<file path="config.mk">
export PLATFORM = sky130hd
export DESIGN_NAME = tail_light_monitor
export DESIGN_NICKNAME = d
export VERILOG_FILES = /design/src/rtl/tail_light_monitor.sv
export SDC_FILE = /design/constraint.sdc
export NUM_CORES = 1
export LEC_CHECK = 0
export ABC_AREA = 1
export ABC_CLOCK_PERIOD_IN_PS = 1900
export CAP_MARGIN = 20
export CELL_PAD_IN_SITES_DETAIL_PLACEMENT = 1
export CELL_PAD_IN_SITES_GLOBAL_PLACEMENT = 1
export CORE_ASPECT_RATIO = 0.9
export CORE_MARGIN = 3
export CORE_UTILIZATION = 37
export DETAILED_ROUTE_END_ITERATION = 12
export MAX_ROUTING_LAYER = met4
export PLACE_DENSITY = 0.8
export SYNTH_ARGS = -nofsm -noshare
export SYNTH_HDL_FRONTEND = slang
export SYNTH_SLANG_ARGS = --single-unit
</file>
<file path="constraint.sdc">
create_clock -name clk -period 1.9 [get_ports clk]
set_clock_uncertainty 0.1 [all_clocks]
set_input_delay 0.38 -clock clk [delete_from_list [all_inputs] [get_ports clk]]
set_output_delay 0.38 -clock clk [all_outputs]
set_load 0.01 [all_outputs]
</file>
<file path="src/rtl/tail_light_monitor.sv">
// Decodes the tail-light lamp stream into idle/left/right/hazard, checks every step, counts cycles and errors.
// Latency 1 clk from a qualified sample; no backpressure, nothing changes on edges with sample_en low except pulses clearing.
module tail_light_monitor #(
    parameter int ERR_W  = 8,
    parameter int DONE_W = 8
) (
    input  logic              clk,
    input  logic              reset_n,
    input  logic              sample_en,
    input  logic [2:0]        Lcba,
    input  logic [2:0]        Rabc,
    output logic [1:0]        mode,
    output logic              in_sync,
    output logic              err,
    output logic              abort,
    output logic              done,
    output logic [ERR_W-1:0]  err_count,
    output logic [DONE_W-1:0] done_count,
    output logic [3:0]        state_code
);

    typedef enum logic [3:0] {
        S_SYNC = 4'd0,
        S_IDLE = 4'd1,
        S_L1   = 4'd2,
        S_L2   = 4'd3,
        S_L3   = 4'd4,
        S_R1   = 4'd5,
        S_R2   = 4'd6,
        S_R3   = 4'd7,
        S_HAZ  = 4'd8
    } state_t;

    state_t             state_q, state_d;
    logic [1:0]         mode_q, mode_d;
    logic               in_sync_q, in_sync_d;
    logic               err_q, err_d;
    logic               abort_q, abort_d;
    logic               done_q, done_d;
    logic [ERR_W-1:0]   err_cnt_q, err_cnt_d;
    logic [DONE_W-1:0]  done_cnt_q, done_cnt_d;

    logic [5:0] pat;
    logic       pat_idle;
    logic       illegal;

    assign pat      = {Lcba, Rabc};
    assign pat_idle = (pat == 6'b000_000);

    always_comb begin
        state_d    = state_q;
        err_d      = 1'b0;
        abort_d    = 1'b0;
        done_d     = 1'b0;
        err_cnt_d  = err_cnt_q;
        done_cnt_d = done_cnt_q;
        illegal    = 1'b0;

        if (sample_en) begin
            case (state_q)
                S_SYNC: if (pat_idle) state_d = S_IDLE;
                S_IDLE: begin
                    if (pat_idle)                 state_d = S_IDLE;
                    else if (pat == 6'b001_000)   state_d = S_L1;
                    else if (pat == 6'b000_100)   state_d = S_R1;
                    else if (pat == 6'b111_111)   state_d = S_HAZ;
                    else                          illegal = 1'b1;
                end
                S_L1: begin
                    if (pat == 6'b011_000)        state_d = S_L2;
                    else if (pat_idle)            abort_d = 1'b1;
                    else                          illegal = 1'b1;
                end
                S_L2: begin
                    if (pat == 6'b111_000)        state_d = S_L3;
                    else if (pat_idle)            abort_d = 1'b1;
                    else                          illegal = 1'b1;
                end
                S_R1: begin
                    if (pat == 6'b000_110)        state_d = S_R2;
                    else if (pat_idle)            abort_d = 1'b1;
                    else                          illegal = 1'b1;
                end
                S_R2: begin
                    if (pat == 6'b000_111)        state_d = S_R3;
                    else if (pat_idle)            abort_d = 1'b1;
                    else                          illegal = 1'b1;
                end
                S_L3, S_R3, S_HAZ: begin
                    if (pat_idle)                 done_d  = 1'b1;
                    else                          illegal = 1'b1;
                end
                default:                          illegal = 1'b1;
            endcase

            // Abort and completion both land in IDLE; illegal always drops lock.
            if (abort_d || done_d) state_d = S_IDLE;
            if (illegal) begin
                state_d = S_SYNC;
                err_d   = 1'b1;
                if (err_cnt_q != {ERR_W{1'b1}}) err_cnt_d = err_cnt_q + 1'b1;
            end
            if (done_d) done_cnt_d = done_cnt_q + 1'b1;
        end

        case (state_d)
            S_L1, S_L2, S_L3: mode_d = 2'b01;
            S_R1, S_R2, S_R3: mode_d = 2'b10;
            S_HAZ:            mode_d = 2'b11;
            default:          mode_d = 2'b00;
        endcase
        in_sync_d = (state_d != S_SYNC);
    end

    always_ff @(posedge clk or negedge reset_n) begin
        if (!reset_n) begin
            state_q    <= S_SYNC;
            mode_q     <= 2'b00;
            in_sync_q  <= 1'b0;
            err_q      <= 1'b0;
            abort_q    <= 1'b0;
            done_q     <= 1'b0;
            err_cnt_q  <= '0;
            done_cnt_q <= '0;
        end else begin
            state_q    <= state_d;
            mode_q     <= mode_d;
            in_sync_q  <= in_sync_d;
            err_q      <= err_d;
            abort_q    <= abort_d;
            done_q     <= done_d;
            err_cnt_q  <= err_cnt_d;
            done_cnt_q <= done_cnt_d;
        end
    end

    assign mode       = mode_q;
    assign in_sync    = in_sync_q;
    assign err        = err_q;
    assign abort      = abort_q;
    assign done       = done_q;
    assign err_count  = err_cnt_q;
    assign done_count = done_cnt_q;
    assign state_code = state_q;

endmodule
</file>
# Word-level counts from Yosys, hierarchy flattened
# Cells that the tools add are included.
[totals] word_cells=80 out_inout_bits=26 reg_bits=26
[op_classes] n_reduce_logical=9 n_eq_ne=23 mux=38 addsub=2
[ops] operator="$mux W4" count=12
[ops] operator="$eq A4 B3 Y1 const B" count=8
[ops] operator="$pmux W4 S6" count=1
[ops] operator="$mux W1" count=22
[ops] operator="$eq A6 B3 Y1 const B" count=3
[ops] operator="$add A8 B1 Y8 const B" count=2
[ops] operator="$eq A4 B2 Y1 const B" count=4
[ops] operator="$eq A6 B6 Y1 const B" count=2
[ops] operator="$reduce_or A3 Y1" count=3
[ops] operator="$eq A4 B4 Y1 const B" count=2
[ops] operator="$ne A8 B8 Y1 const B" count=1
[ops] operator="$pmux W1 S7" count=1
[ops] operator="$eq A6 B4 Y1 const B" count=1
[ops] operator="$eq A6 B5 Y1 const B" count=1
[ops] operator="$logic_not A6 Y1" count=1
[ops] operator="$pmux W2 S3" count=1
[ops] operator="$eq A4 B1 Y1 const B" count=1
[ops] operator="$logic_not A4 Y1" count=1
[ops] operator="$pmux W1 S4" count=1
[ops] operator="$reduce_bool A4 Y1" count=1
[ops] operator="$reduce_and A3 Y1" count=1
[ops] operator="$reduce_and A2 Y1" count=1
[ops] operator="$logic_or A1 B1 Y1" count=1

# Depth between registers and ports, before layout
[logic_depth] ltp_word=12 depth_mapped=15 mapped_depth_nobuf=14

# Least setup slack after synthesis
# OpenSTA, ideal clock, no wires.
[synth_timing] path_type="reg-to-reg" startpoint="reg state_q[1], in the netlist state_code[1]" endpoint="reg err_cnt_q[1], in the netlist err_count[1]" setup_slack_ps=82 path_buffers=1 setup_time_ps=125 stages_incl_launch_ff=13 arrival_time_ps=1593 cell_sequence="dfrtp_1 -> buf_4 -> inv_2 -> nand2_2 -> nor2_2 -> nand2_1 -> nand2_1 -> inv_1 -> nand2_1 -> nand2_2 -> nand2_2 -> nand3_4 -> mux2_4"
[synth_between] elab_chain_cells=5 word_cells_on_any_way=13 cone_classes="eq/ne: 8; mux: 2; reduce/logical: 3"
[synth_lines] element="start, declared" line_no="34" source="state_t state_q, state_d;"
[synth_lines] element="start signal, assigned" line_no="126" source="state_q <= state_d;"
[synth_lines] element="$eq A4 B3 Y1 or $eq A4 B4 Y1 (tied branches)" line_no="60" source="case (state_q)"
[synth_lines] element="$reduce_or A3 Y1" line_no="60"
[synth_lines] element="$pmux W1 S7 *" line_no="60"
[synth_lines] element="$mux W1 *" line_no="59" source="if (sample_en) begin"
[synth_lines] element="$reduce_and A3 Y1 (no source line) *"
[synth_lines] element="end signal, assigned" line_no="132" source="err_cnt_q <= err_cnt_d;"
[synth_lines] element="end, declared" line_no="40" source="logic [ERR_W-1:0] err_cnt_q, err_cnt_d;"
# Mark *: on every way between the ends. The rest lies on a longest branch, timed or not. The select of a mux whose other input is x is not followed.
# A chain may end at the register's enable or synchronous reset.

# Worst setup path after layout
[layout_timing] startpoint="in Lcba[1]" endpoint="reg mode_q[0], in the netlist mode[0]"
[layout_between] elab_chain_cells=12 word_cells_on_any_way=52 cone_classes="eq/ne: 14; mux: 34; reduce/logical: 4"
[layout_lines] element="start, declared" line_no="10" source="input logic [2:0] Lcba,"
[layout_lines] element="$eq A6 B6 Y1 or $logic_not A6 Y1 (tied branches)" line_no="66, 48"
[layout_lines] element="$mux W1 (tied with other cells)" line_no="66" source="else if (pat == 6'b111_111) state_d = S_HAZ;"
[layout_lines] element="$mux W1 (tied with other cells)" line_no="65" source="else if (pat == 6'b000_100) state_d = S_R1;"
[layout_lines] element="$mux W1 (tied with other cells)" line_no="64" source="else if (pat == 6'b001_000) state_d = S_L1;"
[layout_lines] element="$mux W1 (tied with other cells)" line_no="63" source="if (pat_idle) state_d = S_IDLE;"
[layout_lines] element="$pmux W1 S7 (tied with other cells)" line_no="60"
[layout_lines] element="$mux W1 or $mux W4 (tied branches)" line_no="59, 97"
[layout_lines] element="$mux W4 *" line_no="98" source="if (illegal) begin"
[layout_lines] element="$mux W4 *" line_no="59"
[layout_lines] element="named net state_d[2]" line_no="34"
[layout_lines] element="$eq A4 B3 Y1 or $eq A4 B2 Y1 (tied branches)" line_no="106" source="case (state_d)"
[layout_lines] element="$reduce_or A3 Y1" line_no="106"
[layout_lines] element="$pmux W2 S3 *" line_no="106"
[layout_lines] element="named net mode_d[0]" line_no="35" source="logic [1:0] mode_q, mode_d;"
[layout_lines] element="end signal, assigned" line_no="127" source="mode_q <= mode_d;"
[layout_lines] element="end, declared" line_no="35"
# Mark *: on every way through the listed nets, which the timed path passes. The rest lies on a longest branch. The select of a mux whose other input is x is not followed.

==> flow_metrics.py <==
metrics = {
    "worst_setup_path": {
        "critical_path_peak_fanout": 5,
        "worstPathCellList": "dlygate4sd2_1, nand2_1, inv_1, nand3_2, nand2_2, nand2_1, nor2_2, nand2_2, nand2_4, nand4_1, nand2_2, nor2_2, nand2_1, nand3_2",
        "worst-r2r-setup-slack_ns": -0.23,
        "required_ns": 1.98,
        "slowest_delay_ns": 0.26,
        "r2r-end": "mode[0]",
        "crit_arrival_ns": 2.28,
        "critPathTopFamily": "simple AND/OR/NAND/NOR gates",
        "cp-startpoint": "Lcba[1]",
        "reg2reg_depth": 13,
        "worst_setup_path_end_kind": "flip-flop",
        "start_kind": "input pin",
        "cpMaxStageDelayCell": "dlygate4sd2_1",
        "critPathKind": "in -> reg",
        "critPathBufInv": 2,
        "worstReg2RegStart": "state_code[1]",
    },
    "sta": {
        "slew_violations": 0,
        "relSlewSlack": 0.715,
        "fin_hold_ws_ns": 0.364,
        "finalSetupViolCount": 19,
        "rsz0062_at_grt": "yes",
        "max_freq_mhz": 455,
        "fin_tns_setup_ns": -2.50,
        "worstMarginPinSlew_ns": 0.427,
        "fin_crit_sh": 1.16,
        "period_needed_ns": 2.20,
        "setup_ws_ns": -0.299,
        "hold_violations": 0,
    },
    "finish": {
        "final_common_cell": "buf_4",
        "area_growth_pct": 66.7,
        "drive_above_1_share": 0.455,
        "diodes": 0,
        "mostFrequentLayoutCells": "buf_4, nand2_1, dfrtp_1, clkdlybuf4s50_1, nand3_1",
        "fin_cells": 350,
        "final_nets": 302,
    },
    "global_routing": {
        "grt_pass1_wl_mm": 9.87,
        "grt_max_degree": 27,
        "antenna_found_initial": 0,
        "track_usage": 0.242,
        "grt-ovfl-total": 0,
        "grt_pass1_vias": 1902,
    },
    "clock_network": {
        "clock_sinks": 26,
        "clock-root-buffer": "clkbuf_8",
        "cts_tree": "built",
        "cts_made_buffers": 3,
        "clock_path_buffers": 2,
        "clk_latency_ns": 0.28,
        "h-tree-depth": 1,
        "path_clk_slew_ns": 0.10,
        "postCtsHoldBufs": 0,
    },
    "synthesis": {
        "synth_seq_cells": 26,
        "synth_cells": 206,
        "yosysWarnings": 0,
        "seq_area_frac_synth": 0.398,
        "ys_types": 28,
        "netlist_area_sq_um": 1630,
        "avgSynthCellArea_sq_um": 7.93,
        "synthesis.nets": 217,
    },
    "floorplanning": {
        "dieArea_sq_um": 5250,
        "initial_utilization": 0.393,
        "row_count": 22,
        "die_x_microns": 76.1,
        "coreArea_sq_um": 4160,
        "ioPinCount": 35,
        "die_y_microns": 69.0,
    },
    "run": {
        "maxCapViolCount": 0,
    },
    "detailed_routing": {
        "drt_pre_antenna_iters": 4,
        "wl_per_cell_microns": 20.8,
        "via_count": 1868,
        "ant_nets": 0,
        "vias_per_cell": 5.34,
        "drc": 0,
        "drt_iter0_markers": 120,
        "wl_mm": 7.27,
    },
    "pwr": {
        "p_leak_uw": 0.00135,
        "ir_drop_mv": 0.590,
        "powerDensity_nw_per_um2": 975,
        "power.total_uw": 2650,
    },
    "placement": {
        "dp_cells": 326,
        "portBuffers": 34,
        "place_congestion": 0.870,
        "hpwl_mm": 4.08,
        "dp_worst_setup_slack_ns": -0.604,
    },
    "status": {
        "violations": "negative setup slack",
        "status": "finished, violations left",
    },
    "hold_path": {
        "hold_path_class": "in -> async",
    },
}
-- stage by stage --
step	cell area, sq um	utilization
2_1_floorplan	1630	-
3_3_place_gp	2240	0.540
3_5_place_dp	2240	0.540
4_1_cts	2480	0.598
5_1_grt	2720	0.655
6_report	2720	0.655
-- report_power, final --
| part | internal, uW | switching (uW) |
|---|---|---|
| clock network | 186 | 196 |
| logic | 695 | 801 |
| registers | 654 | 123 |
| total | 1530 | 1120 |
-- state kept, by name, indices dropped and copies added (netlist names) --
signal      cells
done            1
err_count       8
abort           1
done_count      8
mode            2
state_code      4
err             1
in_sync         1
-- worst max path at each step --
stage,endpoint,slack (ns),cells past startpoint
floorplan,err_count[1],0.08,12
global placement,err_count[7],-0.52,12
detailed placement,mode[0],-0.60,14
CTS,mode[0],-0.02,13
global route,err_count[4],-0.32,11
finish,mode[0],-0.30,14
-- cell families after synthesis --
kind of cell	count (synthesis)	synth area share
simple gates	126	0.377
fa+ha+maj	2	0.0153
mux	2	0.0184
xor+xnor	14	0.0750
flops	26	0.398
compound gates	13	0.0613
buf+inv	23	0.0551
-- synth_stat cells, drive strengths merged --
library cell  instances  area, sq um
a21oi                 5         40.0
buf                   1         7.51
dfrtp                26          651
ha                    2         25.0
inv                  22         82.6
mux2                  2         30.0
nand2                56          233
nand3                29          173
nand4                 3         18.8
nor2                 35          164
nor3                  2         15.0
nor3b                 1         12.5
o211ai                2         15.0
o21ai                 6         45.1
xnor2                 8         70.1
xor2                  6         52.6
-- layout make-up --
type / instances / area [sq um]
Timing Repair Buffer: 81 / 713
Fill cell: 483 / 1430
Clock buffer: 4 / 55.1
Multi-Input combinational cell: 157 / 1140
Inverter: 22 / 85.1
Tap cell: 60 / 75.1
Sequential cell: 26 / 653
-- routing by layer --
layer / track usage / up-vias / wire length (microns)
met5: - / - / 0
met4: 0.0744 / 0 / 293
met3: 0.0418 / 25 / 275
met2: 0.406 / 65 / 3830
met1: 0.300 / 949 / 2870
li1: - / 829 / -
-- repair_timing --
action | 4_1_cts | 5_1_grt
endpoints found under the setup margin | 23 | 20
cloned | 0 | 0
pin swaps | 20 | 21
setup buffers | 8 | 12
gates resized for setup | 51 | 43
No activity file was read; power rests on OpenSTA's default activity.
